`src/rtl/fetch_unit_if.sv`:
```
// ---------------------------------------------------------------------------
// fetch_unit_if
//
// Purpose:
//   Bundles every bus the fetch stage talks on:
//     - the instruction-memory request channel;
//     - the instruction-memory response channel;
//     - the decoded-side instruction channel;
//     - the redirect (jump/branch) input.
//
// Handshake semantics (all channels):
//   - A transfer happens on a rising clk edge where both valid and ready are 1.
//   - The imem response channel has no ready: every valid beat is a transfer.
//   - The producer holds or withdraws valid purely from its own state.
//   - Payload is only meaningful while valid is 1.
//
// Modports:
//   master : the fetch unit (drives imem_req_*, inst_valid/inst_data/inst_pc)
//   slave  : the environment (memory, consumer, redirect source)
//
// Signals:
//   imem_req_valid / imem_req_ready / imem_req_addr[31:0]
//   imem_rsp_valid / imem_rsp_data[31:0]
//   inst_valid / inst_ready / inst_data[31:0] / inst_pc[31:0]
//   redirect_valid / redirect_pc[31:0]
// ---------------------------------------------------------------------------
interface fetch_unit_if;
    logic        imem_req_valid;
    logic        imem_req_ready;
    logic [31:0] imem_req_addr;
    logic        imem_rsp_valid;
    logic [31:0] imem_rsp_data;
    logic        inst_valid;
    logic        inst_ready;
    logic [31:0] inst_data;
    logic [31:0] inst_pc;
    logic        redirect_valid;
    logic [31:0] redirect_pc;

    modport master (
        output imem_req_valid,
        input  imem_req_ready,
        output imem_req_addr,
        input  imem_rsp_valid,
        input  imem_rsp_data,
        output inst_valid,
        input  inst_ready,
        output inst_data,
        output inst_pc,
        input  redirect_valid,
        input  redirect_pc
    );

    modport slave (
        input  imem_req_valid,
        output imem_req_ready,
        input  imem_req_addr,
        output imem_rsp_valid,
        output imem_rsp_data,
        input  inst_valid,
        output inst_ready,
        input  inst_data,
        input  inst_pc,
        output redirect_valid,
        output redirect_pc
    );
endinterface

```
`src/rtl/fetch_unit.sv`:
```
// ---------------------------------------------------------------------------
// fetch_unit
//
// Purpose:
//   Instruction fetch stage in front of the decode/execute FSM.
//   - Issues word-aligned reads to instruction memory.
//   - Accepts the in-order responses.
//   - Buffers {pc, inst} pairs in a small FIFO.
//   - Hands the pairs downstream.
//   - A redirect flushes the FIFO, discards every response still in flight,
//     and restarts fetch at the new pc.
//
// Parameters:
//   RESET_PC   : fetch address after reset
//   FIFO_DEPTH : instruction buffer entries (>=1); also the cap on
//                buffered + outstanding requests
//
// Ports:
//   clk   : clock, all logic on posedge
//   reset : synchronous, active-high reset
//   bus   : fetch_unit_if.master (imem request/response, instruction
//           output, redirect input)
//
// Build option:
//   FETCH_EBREAK_STOP_EN
//     When defined:
//       - Pushing an EBREAK word (32'h0010_0073) sets a halt flag.
//       - The halt flag blocks further requests.
//       - Buffered and in-flight words still drain normally.
//       - redirect or reset clears the halt flag.
//     When undefined:
//       - Fetch runs straight past EBREAK.
// ---------------------------------------------------------------------------
module fetch_unit #(
    parameter logic [31:0] RESET_PC   = 32'h0,
    parameter int          FIFO_DEPTH = 2
) (
    input  logic         clk,
    input  logic         reset,
    fetch_unit_if.master bus
);

    localparam int CNT_W = $clog2(FIFO_DEPTH + 1);
    localparam int PTR_W = (FIFO_DEPTH > 1) ? $clog2(FIFO_DEPTH) : 1;

    localparam logic [CNT_W:0]   DEPTH_EXT = (CNT_W + 1)'(FIFO_DEPTH);
    localparam logic [PTR_W-1:0] LAST_PTR  = PTR_W'(FIFO_DEPTH - 1);

    // -----------------------------------------------------------------------
    // State
    // -----------------------------------------------------------------------
    logic [31:0]      fetch_pc;     // address of the next request
    logic [31:0]      rsp_pc;       // pc belonging to the next kept response
    logic [CNT_W-1:0] count;        // FIFO occupancy
    logic [CNT_W-1:0] outstanding;  // requests issued, response not yet seen
    logic [CNT_W-1:0] drop_cnt;     // stale responses still to be discarded
    logic [PTR_W-1:0] rd_ptr;
    logic [PTR_W-1:0] wr_ptr;

    logic [31:0]      fifo_pc   [FIFO_DEPTH];
    logic [31:0]      fifo_data [FIFO_DEPTH];

    logic             halted;

    // -----------------------------------------------------------------------
    // Combinational control
    // -----------------------------------------------------------------------
    logic [CNT_W:0] credits_used;
    logic           req_valid;
    logic           req_fire;
    logic           rsp_keep;
    logic           rsp_drop;
    logic           push;
    logic           pop;
    logic           head_valid;

    function automatic logic [PTR_W-1:0] ptr_inc(input logic [PTR_W-1:0] p);
        return (p == LAST_PTR) ? '0 : p + PTR_W'(1);
    endfunction

    // Buffered plus in-flight words never exceed the FIFO size.
    // A response therefore always finds a free slot.
    assign credits_used = {1'b0, count} + {1'b0, outstanding};

    assign req_valid = !reset && !bus.redirect_valid && !halted
                       && (credits_used < DEPTH_EXT);
    assign req_fire  = req_valid && bus.imem_req_ready;

    assign rsp_keep  = bus.imem_rsp_valid && (drop_cnt == '0);
    assign rsp_drop  = bus.imem_rsp_valid && (drop_cnt != '0);

    // A redirect discards even responses that would otherwise be kept.
    assign push      = rsp_keep && !bus.redirect_valid && !reset;

    assign head_valid = (count != '0) && !reset;
    assign pop        = head_valid && !bus.redirect_valid && bus.inst_ready;

    assign bus.imem_req_valid = req_valid;
    assign bus.imem_req_addr  = fetch_pc;
    assign bus.inst_valid     = head_valid && !bus.redirect_valid;
    assign bus.inst_data      = head_valid ? fifo_data[rd_ptr] : '0;
    assign bus.inst_pc        = head_valid ? fifo_pc[rd_ptr]   : '0;

    // -----------------------------------------------------------------------
    // Counters, pointers and pcs
    // -----------------------------------------------------------------------
    always_ff @(posedge clk) begin
        if (reset) begin
            fetch_pc    <= RESET_PC;
            rsp_pc      <= RESET_PC;
            count       <= '0;
            outstanding <= '0;
            drop_cnt    <= '0;
            rd_ptr      <= '0;
            wr_ptr      <= '0;
        end else if (bus.redirect_valid) begin
            fetch_pc    <= {bus.redirect_pc[31:2], 2'b00};
            rsp_pc      <= {bus.redirect_pc[31:2], 2'b00};
            count       <= '0;
            rd_ptr      <= '0;
            wr_ptr      <= '0;
            // No request issues this cycle.
            // Every request still in flight after this edge belongs to the
            // old path, so all of them are marked for discard.
            outstanding <= outstanding - CNT_W'(bus.imem_rsp_valid);
            drop_cnt    <= outstanding - CNT_W'(bus.imem_rsp_valid);
        end else begin
            if (req_fire) begin
                fetch_pc <= fetch_pc + 32'd4;
            end
            outstanding <= outstanding + CNT_W'(req_fire)
                           - CNT_W'(bus.imem_rsp_valid);
            if (rsp_drop) begin
                drop_cnt <= drop_cnt - CNT_W'(1);
            end
            if (push) begin
                wr_ptr <= ptr_inc(wr_ptr);
                rsp_pc <= rsp_pc + 32'd4;
            end
            if (pop) begin
                rd_ptr <= ptr_inc(rd_ptr);
            end
            count <= count + CNT_W'(push) - CNT_W'(pop);
        end
    end

    // Storage needs no reset: count gates every read of it.
    always_ff @(posedge clk) begin
        if (push) begin
            fifo_pc[wr_ptr]   <= rsp_pc;
            fifo_data[wr_ptr] <= bus.imem_rsp_data;
        end
    end

    // -----------------------------------------------------------------------
    // Optional stop-on-EBREAK
    // -----------------------------------------------------------------------
`ifdef FETCH_EBREAK_STOP_EN
    localparam logic [31:0] EBREAK_WORD = 32'h0010_0073;

    always_ff @(posedge clk) begin
        if (reset || bus.redirect_valid) begin
            halted <= 1'b0;
        end else if (push && (bus.imem_rsp_data == EBREAK_WORD)) begin
            halted <= 1'b1;
        end
    end
`else
    assign halted = 1'b0;
`endif

endmodule

```
`src/flat_wrapper.sv`:
```
// flat-port wrapper written by rule: the top's interface ports become plain ports
module fetch_unit_flat 
#(
    parameter logic [31:0] RESET_PC   = 32'h0,
    parameter int          FIFO_DEPTH = 2
)
  (clk, reset, bus_imem_req_valid, bus_imem_req_ready, bus_imem_req_addr, bus_imem_rsp_valid, bus_imem_rsp_data, bus_inst_valid, bus_inst_ready, bus_inst_data, bus_inst_pc, bus_redirect_valid, bus_redirect_pc);
  fetch_unit_if bus_i ();
  input  logic clk;
  input  logic reset;
  output wire logic [$bits(bus_i.imem_req_valid)-1:0] bus_imem_req_valid;
  input wire logic [$bits(bus_i.imem_req_ready)-1:0] bus_imem_req_ready;
  output wire logic [$bits(bus_i.imem_req_addr)-1:0] bus_imem_req_addr;
  input wire logic [$bits(bus_i.imem_rsp_valid)-1:0] bus_imem_rsp_valid;
  input wire logic [$bits(bus_i.imem_rsp_data)-1:0] bus_imem_rsp_data;
  output wire logic [$bits(bus_i.inst_valid)-1:0] bus_inst_valid;
  input wire logic [$bits(bus_i.inst_ready)-1:0] bus_inst_ready;
  output wire logic [$bits(bus_i.inst_data)-1:0] bus_inst_data;
  output wire logic [$bits(bus_i.inst_pc)-1:0] bus_inst_pc;
  input wire logic [$bits(bus_i.redirect_valid)-1:0] bus_redirect_valid;
  input wire logic [$bits(bus_i.redirect_pc)-1:0] bus_redirect_pc;
  assign bus_imem_req_valid = bus_i.imem_req_valid;
  assign bus_i.imem_req_ready = bus_imem_req_ready;
  assign bus_imem_req_addr = bus_i.imem_req_addr;
  assign bus_i.imem_rsp_valid = bus_imem_rsp_valid;
  assign bus_i.imem_rsp_data = bus_imem_rsp_data;
  assign bus_inst_valid = bus_i.inst_valid;
  assign bus_i.inst_ready = bus_inst_ready;
  assign bus_inst_data = bus_i.inst_data;
  assign bus_inst_pc = bus_i.inst_pc;
  assign bus_i.redirect_valid = bus_redirect_valid;
  assign bus_i.redirect_pc = bus_redirect_pc;
  fetch_unit #(.RESET_PC(RESET_PC), .FIFO_DEPTH(FIFO_DEPTH)) u_core (.clk(clk), .reset(reset), .bus(bus_i));
endmodule
```
`config.mk`:
```
export PLATFORM = sky130hd
export DESIGN_NAME = fetch_unit_flat
export DESIGN_NICKNAME = d
export VERILOG_FILES = /design/src/rtl/fetch_unit_if.sv /design/src/rtl/fetch_unit.sv /design/src/flat_wrapper.sv
export SDC_FILE = /design/constraint.sdc
export NUM_CORES = 1
export LEC_CHECK = 0
export BUFFER_PORTS_ARGS = -buffer_cell sky130_fd_sc_hd__buf_2
export CAP_MARGIN = 20
export CORE_MARGIN = 10
export CORE_UTILIZATION = 43
export CTS_CLUSTER_DIAMETER = 60
export DETAILED_ROUTE_END_ITERATION = 10
export MAX_ROUTING_LAYER = met4
export SKIP_LAST_GASP = 1
export SLEW_MARGIN = 20
export SYNTH_ARGS = -nofsm -noshare
export SYNTH_HDL_FRONTEND = slang
export SYNTH_SLANG_ARGS = --single-unit
```
`constraint.sdc`:
```
create_clock -name clk -period 4.4 [get_ports clk]
set_clock_uncertainty 0.1 [all_clocks]
set_input_delay 0.22 -clock clk [delete_from_list [all_inputs] [get_ports clk]]
set_output_delay 0.22 -clock clk [all_outputs]
set_load 0.02 [all_outputs]
```
# ---- Word-level counts from Yosys, hierarchy flattened
# Memory sizes are Yosys's and may differ from the RTL's. A register that Yosys moved wholly into a read port is not among the register bits.
# Index checks and enable logic that the tools add are counted.
dict set report word_totals {
  regBits 72
  mem_bits_rw 128
  inputBits 70
  word_cells 59
  mem_count 2
}
dict set report classes {
  addsub 11
  n_lt_le_gt_ge 1
  mux 17
  reduce_logical 19
}
# name depth word_bits read_ports rd_clocked_by_memory_dff wr line
set memory_table {}
lappend memory_table {u_core.fifo_data 2 32 1 1 1 fetch_unit.sv:61} ;# logic [31:0] fifo_data [FIFO_DEPTH];
lappend memory_table {u_core.fifo_pc 2 32 1 1 1 fetch_unit.sv:60} ;# logic [31:0] fifo_pc [FIFO_DEPTH];
# cell count
set op_table {}
lappend op_table {{two-way mux 32 bit} 6}
lappend op_table {{adder 32 x 3 -> 32 bit (second input constant)} 2}
lappend op_table {{logical AND 1 bit} 10}
lappend op_table {{nonzero test 2 bit} 5}
lappend op_table {{two-way mux 1 bit} 8}
lappend op_table {{two-way mux 2 bit} 3}
lappend op_table {{subtractor 2 x 1 -> 2 bit} 3}
lappend op_table {{adder 2 x 1 -> 2 bit} 2}
lappend op_table {{adder 2 x 2 -> 3 bit} 1}
lappend op_table {{< comparator 3 x 2 -> 1 bit (second input constant)} 1}
lappend op_table {{adder 1 bit (second input constant)} 2}
lappend op_table {{logical NOT 1 bit} 2}
lappend op_table {{logical NOT 2 bit} 1}
lappend op_table {{OR reduction 2 bit} 1}
lappend op_table {{subtractor 2 x 1 -> 2 bit (second input constant)} 1}

# ---- Depth between registers and ports, before layout
dict set report depth {
  word_depth 7
  depth_mapped 10
}

# ---- Worst setup path after synthesis
# Ideal clock, no wire load.
dict set report synth_timing {
  path_kind {register -> register}
  startpoint {register u_core.drop_cnt[0]}
  endpoint {memory u_core.fifo_data[0][0] (enable)}
  t_arrival_ns 3.409
  setup_slack_ns 0.409
  stages_incl_launch_ff 6
  path_buffers 1
  period_less_slack_ns 3.991
  path_cell_list {dfxtp_1 inv_1 ha_1 nand4bb_1 clkbuf_1 nor2_1}
}
dict set report synth_between {
  elab_chain_len 6
}
# item line
set synth_lines {}
lappend synth_lines {{from (decl)} fetch_unit.sv:56} ;# logic [CNT_W-1:0] drop_cnt;
lappend synth_lines {{from (signal assigned)} fetch_unit.sv:126} ;# drop_cnt <= outstanding - CNT_W'(bus.imem_rsp_valid);
lappend synth_lines {{from (signal assigned)} fetch_unit.sv:134} ;# drop_cnt <= drop_cnt - CNT_W'(1);
lappend synth_lines {{logical NOT 2 bit} fetch_unit.sv:89} ;# assign rsp_keep = bus.imem_rsp_valid && (drop_cnt == '0);
lappend synth_lines {{logical AND 1 bit} fetch_unit.sv:89}
lappend synth_lines {{logical AND 1 bit (2 in a row)} fetch_unit.sv:93} ;# assign push = rsp_keep && !bus.redirect_valid && !reset;
lappend synth_lines {{two-way mux 1 bit} fetch_unit.sv:149} ;# if (push) begin
lappend synth_lines {{two-way mux 1 bit (implied by the code)} fetch_unit.sv:151} ;# fifo_data[wr_ptr] <= bus.imem_rsp_data;
lappend synth_lines {{to (decl)} fetch_unit.sv:61}
# No other way between the ends.

# ---- Worst setup path in the final report
dict set report layout_timing {
  startpoint {register u_core.drop_cnt[0]}
  endpoint {memory u_core.fifo_data[1][8] (enable)}
}
dict set report layout_between {
  elab_chain_len 6
}
# item line
set layout_lines {}
lappend layout_lines {{logical NOT 2 bit} fetch_unit.sv:89}
lappend layout_lines {{logical AND 1 bit} fetch_unit.sv:89}
lappend layout_lines {{logical AND 1 bit (2 in a row)} fetch_unit.sv:93}
lappend layout_lines {{net u_core.push} fetch_unit.sv:73} ;# logic push;
lappend layout_lines {{two-way mux 1 bit} fetch_unit.sv:149}
lappend layout_lines {{two-way mux 1 bit (implied by the code)} fetch_unit.sv:151}
# The timed path passes the listed nets, and every way through them passes these cells.

==> key figures <==
Run status
  – Outcome: finished, final reports clean

Power
  – Switching share of total power: 25.5%
  – Pwr Density: 359 mW/mm²
  – Worst VDD drop: 0.330 mV
  – Pwr Total: 3950 µW
  – P_int: 2940 µW
  – Clk pwr share: 38.4%
  – Sequential Power Share: 52.5%
  – Logic pwr share: 9.1%
  – Net switching power: 1010 µW
  – P_leak: 0.00398 µW

Critical path
  – Crit path capture type: flop
  – Setup CP Type: reg -> reg
  – Worst Path Arrival: 2860 ps
  – CP max FO: 26
  – Worst setup SP type: flop
  – Worst Path Required: 4410 ps

Synth
  – EDFF count, synth: 124
  – Fraction of the mapped netlist area in compound gates: 10.5%
  – Post-synthesis cell type count: 72
  – Main combinational cell family by area after synthesis: simple AND/OR/NAND/NOR gates
  – Main flop type after synthesis: edfxtp_1
  – Simple-gate share of the synthesized area: 19.1%
  – Ys async rst share: 0%
  – Multiplexer share of the synthesized area: 7.42%
  – Xor/xnor share of the synthesized area: 1.47%
  – Yosys top cell by area: edfxtp_1
  – Seq/Total Area, Yosys: 57.2%
  – Yosys top cell area share: 41.7%
  – Post-Synth Adder-Cell Area: 1.21%
  – Mapped cell area: 0.00892 mm²
  – Yosys warning count: 0
  – Post-Syn Instances: 806
  – Avg Inst Size Synth: 11.1 µm²
  – Synthesized flop and latch total: 193
  – Synth top area cells: edfxtp_1 (42%), dfxtp_1 (15%), mux2i_1 (7.3%)

Clock network
  – CTS Buf Count: 17
  – Cts hold-fix bufs: 45
  – Postcts setup bufs: 0
  – # clock sinks: 193
  – CTS max path bufs: 2
  – Clock Latency Late Sink: 440 ps
  – Reg clk slew, reported paths: 80 ps
  – CTS tree: done
  – Clk root buf: clkbuf_16
  – Post-CTS Resized: 0
  – H-Tree Depth: 4

GRT
  – First-pass GRT wire length: 37500 µm
  – Initial antenna violation count: 1
  – Grt total ovfl: 0
  – Largest net degree at the start of global routing: 63
  – Vias in the first global route: 6780
  – GRT Total Usage: 18.1%

Route
  – Vias: 7187
  – Vias per inst: 5.61
  – 1st-pass router iterations: 5
  – DRT iter0 DRCs: 455
  – Final ANT Viol Nets: 0
  – Post-DR wirelength/cell: 18.8 µm
  – DRC Markers: 0
  – Routed wire length: 24100 µm

STA
  – Fmax: 351 MHz
  – Final setup violation count: 0
  – Fin crit period: 2850 ps
  – Final Hold Viols: 0
  – Final worst-path cycle share: 64.8%
  – RSZ-0062 raised after global routing: no
  – Slew @ Worst Pin: 1190 ps
  – Relative slew slack: 19.9%
  – Setup_tns: 0 ps
  – Final-report max-slew violation count: 0

Die
  – Row cnt: 52
  – IO Count: 168
  – Initial Util: 43.9%
  – Die Area: 0.0269 mm²
  – Core area: 0.0203 mm²
  – Die height: 164 µm
  – Die Width: 164 µm

Min path
  – Hold Path Class: in -> reg

Layout
  – Synth-to-Final Area Change: 23.3%
  – # fillers: 1816
  – Nets: 1074
  – Proportion of layout cells with a drive suffix above 1: 22.1%

Run
  – Max cap viols: 0

Placed design
  – Post-DP HPWL: 16900 µm
  – Port buffer count: 161
  – GP Congestion: 0.930
==> cells in the final DEF (no fill, tap or decap), types with 4 or more instances in the layout <==
master and n:
buf_2 161, edfxtp_1 124, nor2_1 98, dfxtp_1 68, mux2i_1 65, nand2_1 52
dlygate4sd3_1 45, nand4_1 32, nand3_1 24, o21ai_0 22, nor4_1 19, a31oi_1 17
clkbuf_16 17, and3_1 16, or3_1 15, inv_1 14, nor3_1 13, or4_1 13
a211oi_1 11, xnor2_1 11, buf_4 11, a21oi_1 10, and4_1 9, o31a_1 8
o21a_1 7, ha_1 7, and2_1 6, o211ai_1 6, o311ai_0 6, or2_2 5
nor3b_1 5, a311oi_1 5, clkinv_1 4, xor2_1 4, a21boi_0 4, nor2b_1 4
conb_1 4, clkinvlp_4 4
==> worst max-delay path, cell delays in order (launching register included) <==
cell,delay [ps]
dfxtp_1,330
inv_1,60
ha_1,240
nand4bb_1,360
clkinv_1,360
and2_2,640
buf_4,420
==> sequential cells by signal, indices dropped and copies added (netlist names), named ones only <==
register and flops:
u_core.wr_ptr 1, u_core.fifo_pc 60, u_core.drop_cnt 2, u_core.rsp_pc 30
u_core.outstanding 2, u_core.rd_ptr 1, u_core.count 2, u_core.fifo_data 64
u_core.bus.imem_req_addr 30
==> power groups by stage <==
stage	registers, µW	clock network (µW)	logic (µW)
floorplan	2110	0	187
global placement	2110	0	323
detailed placement	2110	0	326
global route	2080	1630	394
CTS	2070	1550	360
finish	2070	1510	360
==> kinds of logic (layout without fill, tap and decap cells) <==
group           Yosys count  after routing
mux                      66             66
other cells               1              5
flops                   193            193
compound gates          129            129
fa+ha+maj                 8              8
buf+inv                  67            267
simple gates            327            327
xor+xnor                 15             15
==> metal layers <==
metal,global-route usage [%],vias up,share of wire (%)
li1,-,3450,-
met1,24.7,3404,46
met2,26.3,310,44
met3,4.28,23,7.9
met4,5.36,0,1.7
met5,-,-,0
==> path summary, 6_finish.rpt <==
check | from | endpoint | slack [ps] | cells after the start
min reg2reg | u_core.rd_ptr$_SDFFE_PP0P_ | flop | 420 | 2
max reg2reg | u_core.drop_cnt[0]$_SDFFE_PP0P_ | u_core.fifo_data[1][8]$_DFFE_PP_ | 1550 | 6
min | bus_redirect_pc[7] | u_core.bus.imem_req_addr[7]$_SDFFE_PP0P_ | 20 | 3
max | u_core.drop_cnt[0]$_SDFFE_PP0P_ | u_core.fifo_data[1][8]$_DFFE_PP_ | 1550 | 6
==> layout make-up <==
| cell class | instances | area (µm²) | area share (%) |
|---|---|---|---|
| Inverter | 18 | 67.6 | 0.614 |
| Clock inverter | 14 | 146 | 1.33 |
| Antenna cell | 1 | 2.50 | 0.0227 |
| Tap cell | 270 | 338 | 3.07 |
| Sequential cell | 193 | 5110 | 46.4 |
| Clock buffer | 18 | 429 | 3.90 |
| Timing Repair Buffer | 217 | 1340 | 12.2 |
| Multi-Input combinational cell | 549 | 3570 | 32.4 |
==> metrics by stage <==
stage          hold WS [ps]  utilization, %  std cells  instance area (µm²)  worst slack [ps]
2_1_floorplan           219               -        809                 8930               409
3_3_place_gp            308            49.1       1202                 9970              1450
3_5_place_dp            312            49.1       1202                 9970              1420
4_1_cts                9.97            54.2       1279                11000              1500
5_1_grt                38.9            54.2       1280                11000              1340
6_report               17.6            54.2       1280                11000              1550
==> cell usage after synthesis, drive strengths merged, types with 9 or more instances <==
cell type	count
a211oi	11
a21oi	10
a31oi	17
and3	17
and4	9
buf	12
clkbuf	37
dfxtp	69
edfxtp	124
inv	14
mux2i	65
nand2	53
nand3	25
nand4	33
nor2	99
nor3	13
nor4	19
o21ai	22
o31a	9
or3	17
or4	13
xnor2	11
No activity file was read; power rests on OpenSTA's default activity.
